==> src/rtl/pwm_phase_gen.sv <==
// Phase-shifted single-channel PWM generator. Period, duty and phase pass through
// shadow registers that reload only at a period boundary, so the output never glitches.
module pwm_phase_gen #(
    parameter int PWM_CNT_WIDTH = 24
) (
    input  logic                     axi_clk,
    input  logic                     axi_rstn,
    input  logic                     pwm_en_i,
    input  logic [PWM_CNT_WIDTH-1:0] pwm_period_i,
    input  logic [PWM_CNT_WIDTH-1:0] pwm_duty_i,
    input  logic [PWM_CNT_WIDTH-1:0] pwm_phase_i,
    input  logic                     phase_ch_en_i,
    input  logic [PWM_CNT_WIDTH-1:0] phase_cur_phase_i,
    output logic                     pwm_o,
    output logic [PWM_CNT_WIDTH-1:0] pwm_cnt_o,
    output logic                     pwm_period_end_o,
    output logic                     pwm_active_o
);

    localparam int W = PWM_CNT_WIDTH;

    typedef enum logic [1:0] {
        IDLE  = 2'd0,
        RUN   = 2'd1,
        DRAIN = 2'd2
    } state_t;

    state_t         state_q, state_d;
    logic [W-1:0]   cnt_q, cnt_d;
    logic [W-1:0]   period_s_q, period_s_d;
    logic [W-1:0]   duty_s_q, duty_s_d;
    logic [W-1:0]   phase_s_q, phase_s_d;
    logic           pwm_q, pwm_d;
    logic           period_end_q, period_end_d;

    logic           at_end;
    logic           load_shadow;
    logic [W-1:0]   phase_sel;
    logic [W-1:0]   phase_clamped;
    logic [W:0]     pos;

    assign at_end = (cnt_q == period_s_q);

    always_ff @(posedge axi_clk) begin
        if (!axi_rstn) begin
            state_q      <= IDLE;
            cnt_q        <= '0;
            period_s_q   <= '0;
            duty_s_q     <= '0;
            phase_s_q    <= '0;
            pwm_q        <= 1'b0;
            period_end_q <= 1'b0;
        end else begin
            state_q      <= state_d;
            cnt_q        <= cnt_d;
            period_s_q   <= period_s_d;
            duty_s_q     <= duty_s_d;
            phase_s_q    <= phase_s_d;
            pwm_q        <= pwm_d;
            period_end_q <= period_end_d;
        end
    end

    // A drain that reaches the period end returns to IDLE even if the run request
    // reappears in that very cycle; the restart then goes through IDLE normally.
    always_comb begin
        state_d     = state_q;
        load_shadow = 1'b0;
        case (state_q)
            IDLE: begin
                if (pwm_en_i && (pwm_period_i != '0)) begin
                    state_d     = RUN;
                    load_shadow = 1'b1;
                end
            end
            RUN: begin
                if (at_end) begin
                    load_shadow = 1'b1;
                end
                if (!pwm_en_i) begin
                    state_d = DRAIN;
                end
            end
            DRAIN: begin
                if (at_end) begin
                    state_d = IDLE;
                end else if (pwm_en_i) begin
                    state_d = RUN;
                end
            end
            default: state_d = IDLE;
        endcase
    end

    always_comb begin
        phase_sel     = phase_ch_en_i ? phase_cur_phase_i : pwm_phase_i;
        phase_clamped = (phase_sel > pwm_period_i) ? pwm_period_i : phase_sel;

        if (cnt_q >= phase_s_q) begin
            pos = {1'b0, cnt_q} - {1'b0, phase_s_q};
        end else begin
            pos = {1'b0, cnt_q} + {1'b0, period_s_q} + {{W{1'b0}}, 1'b1} - {1'b0, phase_s_q};
        end

        cnt_d        = ((state_q == IDLE) || at_end) ? '0 : cnt_q + 1'b1;
        period_s_d   = load_shadow ? pwm_period_i  : period_s_q;
        duty_s_d     = load_shadow ? pwm_duty_i    : duty_s_q;
        phase_s_d    = load_shadow ? phase_clamped : phase_s_q;

        // Gating on the next state too keeps the output low from the very cycle
        // the channel drops back to IDLE.
        pwm_d        = (state_q != IDLE) && (state_d != IDLE) && (pos < {1'b0, duty_s_q});
        period_end_d = (state_q != IDLE) && at_end;
    end

    assign pwm_o            = pwm_q;
    assign pwm_cnt_o        = cnt_q;
    assign pwm_period_end_o = period_end_q;
    assign pwm_active_o     = (state_q != IDLE);

endmodule

==> config.mk <==
export PLATFORM = sky130hd
export DESIGN_NAME = pwm_phase_gen
export DESIGN_NICKNAME = d
export VERILOG_FILES = /design/src/rtl/pwm_phase_gen.sv
export SDC_FILE = /design/constraint.sdc
export NUM_CORES = 1
export LEC_CHECK = 0
export ABC_AREA = 1
export ABC_CLOCK_PERIOD_IN_PS = 7100
export CAP_MARGIN = 20
export CORE_MARGIN = 3
export CORE_UTILIZATION = 35
export DETAILED_ROUTE_END_ITERATION = 6
export PLACE_DENSITY = 0.59
export SYNTH_ARGS = -nofsm -noshare
export SYNTH_HDL_FRONTEND = slang
export SYNTH_SLANG_ARGS = --single-unit
==> constraint.sdc <==
create_clock -name axi_clk -period 7.1 [get_ports axi_clk]
set_input_delay 0.71 -clock axi_clk [delete_from_list [all_inputs] [get_ports axi_clk]]
set_output_delay 0.71 -clock axi_clk [all_outputs]
set_load 0.05 [all_outputs]
# Word-level counts from Yosys, hierarchy flattened
# Cells that the tools add are included.
dict set report classes {
  addsub 5
  n_eq_ne 3
  n_lt_le_gt_ge 3
  n_reduce_logical 10
  n_mux 11
  n_bitwise 1
}
# operator count
set ops {}
lappend ops {{$mux 24} 2}
lappend ops {{$add 24x24->25} 1}
lappend ops {{$add 25x1->25 const B} 1}
lappend ops {{$lt 25x24->1} 1}
lappend ops {{$mux 25} 1}
lappend ops {{$sub 24x24->25} 1}
lappend ops {{$sub 25x24->25} 1}
lappend ops {{$add 24x1->24 const B} 1}
lappend ops {{$eq 24x24->1} 1}
lappend ops {{$ge 24x24->1} 1}
lappend ops {{$gt 24x24->1} 1}
lappend ops {{$reduce_bool 24->1} 1}
lappend ops {{$mux 2} 4}
lappend ops {{$pmux 2 s3} 1}
lappend ops {{$logic_and 1x1->1} 4}
lappend ops {{$reduce_bool 2->1} 2}
lappend ops {{$eq 2x1->1 const B} 1}
lappend ops {{$eq 2x2->1 const B} 1}
lappend ops {{$logic_not 2->1} 1}
lappend ops {{$mux 1} 2}
lappend ops {{$pmux 1 s2} 1}
lappend ops {{$reduce_or 2->1} 1}
lappend ops {{$logic_or 1x1->1} 1}
lappend ops {{$not 1->1} 1}
dict set report word_totals {
  elab_cells 40
  ff_bits 100
  out_inout_bits 27
}

# Depth between registers and ports, before layout
# Gate-level depths: netlist (run 1).
dict set report logic_depth {
  word_depth 7
  depth_mapped 25
  depth_no_buf 24
}

# Worst setup path after synthesis (run 1)
# No wires, ideal clock.
dict set report synth_timing {
  kind {reg2reg}
  from {register cnt_q[7] (netlist: pwm_cnt_o[7])}
  to {register pwm_q (netlist: pwm_o)}
  path_buffers 1
  stages_incl_launch_ff 24
  setup_slack_ps 3180
  t_required_ps 7030
  t_arrival_ps 3850
  setup_time_ps 70
  path_cell_list {dfxtp_1 > buf_2 > inv_1 > fa_1 > inv_1 > ha_1 > a21oi_1 > inv_1 > a21oi_1 > nand2_1 > a31oi_1 > inv_1 > a21oi_1 > a21oi_1 > o21ai_0 > nand2_1 > inv_1 > ha_1 > a21oi_1 > o21ai_0 > a21oi_1 > o211a_1 > nand3_1 > a21oi_1}
}
dict set report synth_via {
  elab_chain_cells 6
  elab_cells_between_ends 13
  classes_between {add/sub (4); order compare (2); eq/ne (1); mux (3); reduce/logical (3)}
}
# element line
set synth_lines {}
lappend synth_lines {{start: declaration} 29} ;# logic [W-1:0] cnt_q, cnt_d;
lappend synth_lines {{start signal: assignment} 55} ;# cnt_q <= cnt_d;
lappend synth_lines {{$add 24x24->25 / $eq 24x24->1 (equally long branches)} {102, 42}}
lappend synth_lines {{$add 25x1->25 / $mux 2 (equally long branches)} {102, 85}}
lappend synth_lines {{$sub 25x24->25 / $pmux 2 s3 (equally long branches)} {102, 69}}
lappend synth_lines {{$mux 25 / $reduce_bool 2->1 (equally long branches)} {99, 112}}
lappend synth_lines {{$lt 25x24->1 / $logic_and 1x1->1 (equally long branches)} 112} ;# pwm_d = (state_q != IDLE) && (state_d != IDLE) && (pos < {1'b0, duty_s_q});
lappend synth_lines {{$logic_and 1x1->1 (*)} 112}
lappend synth_lines {{end signal: assignment} 59} ;# pwm_q <= pwm_d;
lappend synth_lines {{end: declaration} 33} ;# logic pwm_q, pwm_d;
# Mark *: on every way between the ends. The rest lies on a longest branch, timed or not.
# A chain may end at the register's enable or synchronous reset.

# Worst setup path in the final report (run 1)
dict set report layout_timing {
  from {input port phase_ch_en_i}
  to {register phase_s_q[2]}
}
dict set report layout_via {
  elab_chain_cells 3
}
# element line
set layout_lines {}
lappend layout_lines {{start: declaration} 12} ;# input logic phase_ch_en_i,
lappend layout_lines {{$mux 24 (*)} 96} ;# phase_sel = phase_ch_en_i ? phase_cur_phase_i : pwm_phase_i;
lappend layout_lines {{$gt 24x24->1} 97} ;# phase_clamped = (phase_sel > pwm_period_i) ? pwm_period_i : phase_sel;
lappend layout_lines {{$mux 24 (*)} 97}
lappend layout_lines {{end signal: assignment} 58} ;# phase_s_q <= phase_s_d;
lappend layout_lines {{end: declaration} 32} ;# logic [W-1:0] phase_s_q, phase_s_d;
# Marked as above.

==> impl_metrics.env, run 1 <==
export IMPL_synth_fp_nets=1630
export IMPL_seqPwrFrac_pct=29.5
export IMPL_power_density_mw_per_mm2=189
export IMPL_grt_use_total_pct=19.2
export IMPL_die_area_sq_mm=0.0291
export IMPL_setup_viol=0
export IMPL_p_int_uw=1240
export IMPL_drv_cap=0
export IMPL_insertion_delay_ns=0.36
export IMPL_post_cts_repair_setup_buffers=0
export IMPL_period_share_pct=59.7
export IMPL_synth_flop_cell="dfxtp_1"
export IMPL_fillCellCount=2852
export IMPL_coreArea_sq_mm=0.0264
export IMPL_grt_remaining_overflow=0
export IMPL_grt_max_degree=85
export IMPL_antenna_cells=0
export IMPL_cts_hold_fix_buffers=0
export IMPL_first_global_vias=8787
export IMPL_wl_per_cell_microns=15.1
export IMPL_finalPower_uw=2130
export IMPL_numPortBuffers=126
export IMPL_vias_per_cell=4.97
export IMPL_num_rows=59
export IMPL_gp_congestion=0.925
export IMPL_min_period_ns=4.24
export IMPL_die_width_microns=171
export IMPL_syn_area_per_cell_sq_um=6.75
export IMPL_slew_limit_headroom_pct=37.9
export IMPL_area_growth_pct=19.2
export IMPL_synthSimpleGateAreaFrac_pct=21.6
export IMPL_netSwitchingFraction_pct=41.9
export IMPL_pre_cts_ws_ns=2.15
export IMPL_clock_path_buffers=2
export IMPL_yosys_area_top_type="dfxtp_1"
export IMPL_synthesis_instances=1407
export IMPL_clock_sinks=100
export IMPL_switchingPower_uw=895
export IMPL_numCtsBuffers=9
export IMPL_antenna_found_initial=0
export IMPL_synth_top_family_by_area="simple AND/OR/NAND/NOR gates"
export IMPL_cts_tree="done"
export IMPL_synth_distinct_cells=49
export IMPL_dr_pass1_iters=5
export IMPL_seq_area_frac_synth_pct=21.1
export IMPL_synth_top_area_share_pct=21.1
export IMPL_instances_no_fill=1850
export IMPL_setup_tns_ns=0
export IMPL_drive_gt1_share_pct=2.97
export IMPL_clock_root_buffer="clkbuf_16"
export IMPL_p_leak_uw=0.00543
export IMPL_synth_compound_area_share_pct=19.0
export IMPL_layout_cells_most_common="inv_1"
export IMPL_synth_xor_area_share_pct=4.52
export IMPL_route_detailed_drc=0
export IMPL_layout_nets=1733
export IMPL_skew_ns=0.0117
export IMPL_grt_pass1_wl_mm=44.9
export IMPL_wl_mm=28.0
export IMPL_die_y_microns=171
export IMPL_post_cts_resized=0
export IMPL_yosys_mux_area_fraction_pct=2.74
export IMPL_synth_fa_ha_area_share_pct=18.2
export IMPL_synthArstFlopShare_pct=0
export IMPL_vias=9198
export IMPL_layout_common_cells="inv_1, nand2_1, a21oi_1"
export IMPL_status="completed"
export IMPL_clockPowerShare_pct=24.5
export IMPL_synth_edf_count=0
export IMPL_final_hold_viol_count=0
export IMPL_rsz0062_at_grt="false"
export IMPL_arrival_ns=4.46
export IMPL_cts_htree_levels=3
export IMPL_clk_pin_slew_worst_paths_ns=0.08
export IMPL_max_clock_freq_mhz=236
export IMPL_pin_count=127
export IMPL_crit_path_max_fanout=26
export IMPL_hp_class="flop to flop"
export IMPL_drtIter0Drc=704
export IMPL_power_frac_comb_pct=46.0
export IMPL_required_ns=7.32
export IMPL_synth_warnings=0
export IMPL_netlist_area_sq_mm=0.00949
export IMPL_antenna_left=0
export IMPL_worstSetupPathType="input port to flop"
export IMPL_dp_hpwl_mm=22.9
export IMPL_cp_end_kind="flop"
export IMPL_finalMaxSlewViolations=0
export IMPL_critical_path_startpoint_type="input port"
export IMPL_ys_seq_elements=100
export IMPL_setup_ws_ns=2.86
export IMPL_initial_utilization_pct=36.0
export IMPL_peakVddDrop_mv=0.110
export IMPL_tightest_slew_ns=0.929
export IMPL_synth_area_top_cells="dfxtp_1, ha_1, inv_1"
export IMPL_dp_cells=1833
cell families after synthesis:
family / count (synthesis)
multiplexers: 26
flip-flops: 100
buffers and inverters: 313
XOR/XNOR: 49
AO/OA/AOI/OAI: 333
AND/OR/NAND/NOR: 463
adder cells (fa/ha/maj): 123
sequential cells by signal, summed over array words and instances (netlist names):
signal	count
state_q	2
pwm_period_end_o	1
duty_s_q	24
period_s_q	24
phase_s_q	24
pwm_o	1
pwm_cnt_o	24
metrics by stage:
stage	utilization [%]	hold slack [ns]	cell area [sq um]
5_1_grt	42.9	0.484	11300
6_report	42.9	0.464	11300
4_1_cts	42.9	0.468	11300
2_1_floorplan	-	0.435	9490
3_3_place_gp	41.8	0.452	11000
3_5_place_dp	41.8	0.458	11000
layer usage:
metal	routed length (microns)	vias up	global-route usage (%)	share of wire [%]
met2	11500	277	28.9	41
met1	14400	4079	29.0	52
met3	1610	24	2.22	5.7
li1	-	4818	-	-
met5	0	-	0	0
met4	486	0	5.08	1.7
critical path, stage by stage:
cell	delay [ns]
clkdlybuf4s50_1	0.45
buf_4	0.34
mux2i_1	0.26
inv_1	0.08
ha_1	0.27
nand2_1	0.05
inv_1	0.06
nand3_1	0.08
nor3_1	0.36
nand3_1	0.13
nand3_1	0.64
nand2_1	0.70
nand2_1	0.22
a31oi_1	0.09
cell type report:
cell class                      count  area (sq um)  share of cell area (%)
Sequential cell                   100          2000                    17.7
Multi-Input combinational cell    994          6270                    55.4
Timing Repair Buffer              131          1300                    11.5
Inverter                          274          1030                    9.10
Clock inverter                      6          60.1                   0.531
Tap cell                          335           419                    3.70
Clock buffer                       10           229                    2.02
power by group through the flow:
| stage | clock [uW] | sequential, uW | combinational [uW] |
|---|---|---|---|
| 6_report | 523 | 630 | 981 |
| 3_3_place_gp | 0 | 642 | 958 |
| 2_1_floorplan | 0 | 633 | 705 |
| 3_5_place_dp | 0 | 643 | 976 |
| 4_1_cts | 534 | 629 | 981 |
| 5_1_grt | 556 | 635 | 1140 |
path summary, 6_finish.rpt:
check	startpoint	to	slack [ns]	cells past startpoint
setup / recovery	phase_ch_en_i	phase_s_q[2]	2.86	14
hold / removal	duty_s_q[20]	duty_s_q[20]	0.46	2
setup reg to reg	pwm_cnt_o[2]	pwm_o	2.93	19
hold reg to reg	duty_s_q[20]	duty_s_q[20]	0.46	2
cells in the mapped netlist, types with 2 or more instances:
cell / instances
nand4_1: 18
nor2_2: 2
inv_1: 270
clkbuf_2: 2
xor2_1: 29
nand2_2: 3
buf_4: 3
fa_1: 25
xnor2_1: 20
nand3_2: 3
a31oi_1: 31
nor3_4: 2
o21ai_1: 2
nor3_1: 26
nor3_2: 2
a21oi_1: 147
inv_2: 3
nor2_1: 86
buf_2: 14
nor3b_1: 3
o211ai_1: 2
o21bai_1: 5
clkbuf_1: 18
a21boi_0: 2
dfxtp_1: 100
nor4_1: 5
or2_2: 2
nand4_2: 2
nand2_1: 239
ha_1: 98
o21a_1: 9
a21o_1: 8
o22ai_1: 3
mux2i_1: 26
o21ai_0: 116
nand3_1: 67
a211oi_1: 2
(Power assumes the default switching activity.)
==> run 2: changes to the inputs <==
ABC_CLOCK_PERIOD_IN_PS = 4300   (was 7100)
clock period = 4.3 ns   (was 7.1 ns; I/O delays follow)
==> impl_metrics.env, run 2 (same netlist as run 1, synthesis figures left out) <==
export IMPL_layout_common_cells="inv_1, nand2_1, a21oi_1"
export IMPL_layout_nets=1754
export IMPL_min_path_cells=3
export IMPL_dp_hpwl_mm=24.3
export IMPL_seqPwrFrac_pct=29.4
export IMPL_post_cts_resized=0
export IMPL_grt_pass1_wl_mm=46.9
export IMPL_cts_tree="done"
export IMPL_finalMaxSlewViolations=0
export IMPL_netSwitchingFraction_pct=41.8
export IMPL_drive_gt1_share_pct=4.49
export IMPL_antenna_cells=0
export IMPL_path_cells="inv_1 > fa_1 > inv_1 > ha_1 > nand2_1 > nor2_1 > nand2_1 > inv_1 > nand2_1 > nand3_1 > a21oi_1 > o21ai_0 > a21oi_1 > o21ai_0 > nand2_1 > inv_1 > ha_1 > nand2_1 > o21ai_0 > a21oi_1 > o211a_1 > nand3_1 > a21oi_1"
export IMPL_vias=9383
export IMPL_clock_path_buffers=2
export IMPL_clock_sinks=100
export IMPL_power_density_mw_per_mm2=309
export IMPL_die_area_sq_mm=0.0291
export IMPL_arrival_ns=4.19
export IMPL_grt_remaining_overflow=0
export IMPL_cp_common_cell="nand2_1"
export IMPL_period_share_pct=91.5
export IMPL_skew_ns=0.0111
export IMPL_peakVddDrop_mv=0.180
export IMPL_numCtsBuffers=9
export IMPL_num_rows=59
export IMPL_cts_htree_levels=3
export IMPL_die_y_microns=171
export IMPL_dp_cells=1855
export IMPL_wl_per_cell_microns=15.7
export IMPL_crit_path_max_fanout=5
export IMPL_reg2regPathDepth=23
export IMPL_hp_class="input port to flop"
export IMPL_initial_utilization_pct=36.0
export IMPL_coreArea_sq_mm=0.0264
export IMPL_drv_cap=0
export IMPL_rsz0062_at_grt="false"
export IMPL_post_cts_repair_setup_buffers=0
export IMPL_critical_path_startpoint_type="flop"
export IMPL_cp_end_kind="flop"
export IMPL_setup_tns_ns=0
export IMPL_slowest_stage="fa_1"
export IMPL_regArea_sq_mm=0.00200
export IMPL_drtIter0Drc=606
export IMPL_worstSetupEndpoint="pwm_o"
export IMPL_grt_max_degree=69
export IMPL_final_util_pct=43.6
export IMPL_gp_congestion=0.945
export IMPL_dr_pass1_iters=7
export IMPL_clockPowerShare_pct=24.3
export IMPL_grt_use_total_pct=20.1
export IMPL_setup_viol=0
export IMPL_max_clock_freq_mhz=254
export IMPL_rr_startpoint="pwm_cnt_o[5]"
export IMPL_p_leak_uw=0.00554
export IMPL_status="completed"
export IMPL_min_from="axi_rstn"
export IMPL_slew_limit_headroom_pct=36.3
export IMPL_crit_start="pwm_cnt_o[5]"
export IMPL_power_frac_comb_pct=46.3
export IMPL_layout_cells_most_common="inv_1"
export IMPL_clk_pin_slew_worst_paths_ns=0.08
export IMPL_worstSetupPathType="flop to flop"
export IMPL_required_ns=4.56
export IMPL_final_hold_viol_count=0
export IMPL_die_width_microns=171
export IMPL_p_int_uw=2070
export IMPL_numPortBuffers=126
export IMPL_pre_cts_ws_ns=0.393
export IMPL_multiInputGateArea_sq_mm=0.00627
export IMPL_min_period_ns=3.94
export IMPL_tightest_slew_ns=0.953
export IMPL_switchingPower_uw=1480
export IMPL_fillCellCount=2801
export IMPL_vias_per_cell=5.01
export IMPL_rrSetupSlack_ns=0.36
export IMPL_first_global_vias=8904
export IMPL_route_detailed_drc=0
export IMPL_area_growth_pct=21.0
export IMPL_setup_ws_ns=0.364
export IMPL_wl_mm=29.4
export IMPL_clock_root_buffer="clkbuf_16"
export IMPL_cpPeakStageDelay_ns=0.56
export IMPL_antenna_found_initial=0
export IMPL_timing_rr_end="pwm_o"
export IMPL_instances_no_fill=1871
export IMPL_insertion_delay_ns=0.36
export IMPL_antenna_left=0
export IMPL_pin_count=127
export IMPL_cts_hold_fix_buffers=0
## run 2: power by group through the flow
stage               Combinational, uW  Clock (uW)  Sequential [uW]
detailed placement               1630           0             1060
CTS                              1640         882             1040
global placement                 1610           0             1060
global route                     1890         919             1050
finish                           1640         862             1040
floorplan                        1160           0             1050
## run 2: routing by layer
metal / share of wire, % / GRT usage [%]
met2: 42 / 30.9
met3: 6.2 / 2.98
met1: 50 / 29.8
met4: 1.3 / 4.02
met5: 0 / 0
## run 2: stage by stage
stage	hold WS [ns]	total power (uW)	cell area (sq um)
after floorplan	0.435	2210	9490
after global placement	0.453	2670	11200
after detailed placement	0.460	2690	11200
after CTS	0.389	3570	11500
after global routing	0.418	3860	11500
final	0.406	3550	11500
## run 2: worst min-delay path by stage
stage | end | slack, ns
2_1_floorplan | duty_s_q[10] | 0.44
3_3_place_gp | duty_s_q[21] | 0.45
3_5_place_dp | duty_s_q[5] | 0.46
4_1_cts | period_s_q[15] | 0.39
5_1_grt | period_s_q[23] | 0.42
6_report | period_s_q[15] | 0.41
## run 2: critical path, delay by kind of cell (launching register included)
| kind | cells | cell delay, ns |
|---|---|---|
| AO/OA/AOI/OAI | 8 | 1.22 |
| adder cells (fa/ha/maj) | 3 | 1.19 |
| AND/OR/NAND/NOR | 8 | 0.65 |
| flip-flops | 1 | 0.46 |
| buffers and inverters | 4 | 0.32 |
## run 2: area by class of cell
class | instances | area share, %
Clock buffer | 10 | 2.08
Tap cell | 335 | 3.65
Timing Repair Buffer | 152 | 12.7
Multi-Input combinational cell | 994 | 54.6
Clock inverter | 6 | 0.490
Sequential cell | 100 | 17.5
Inverter | 274 | 8.97
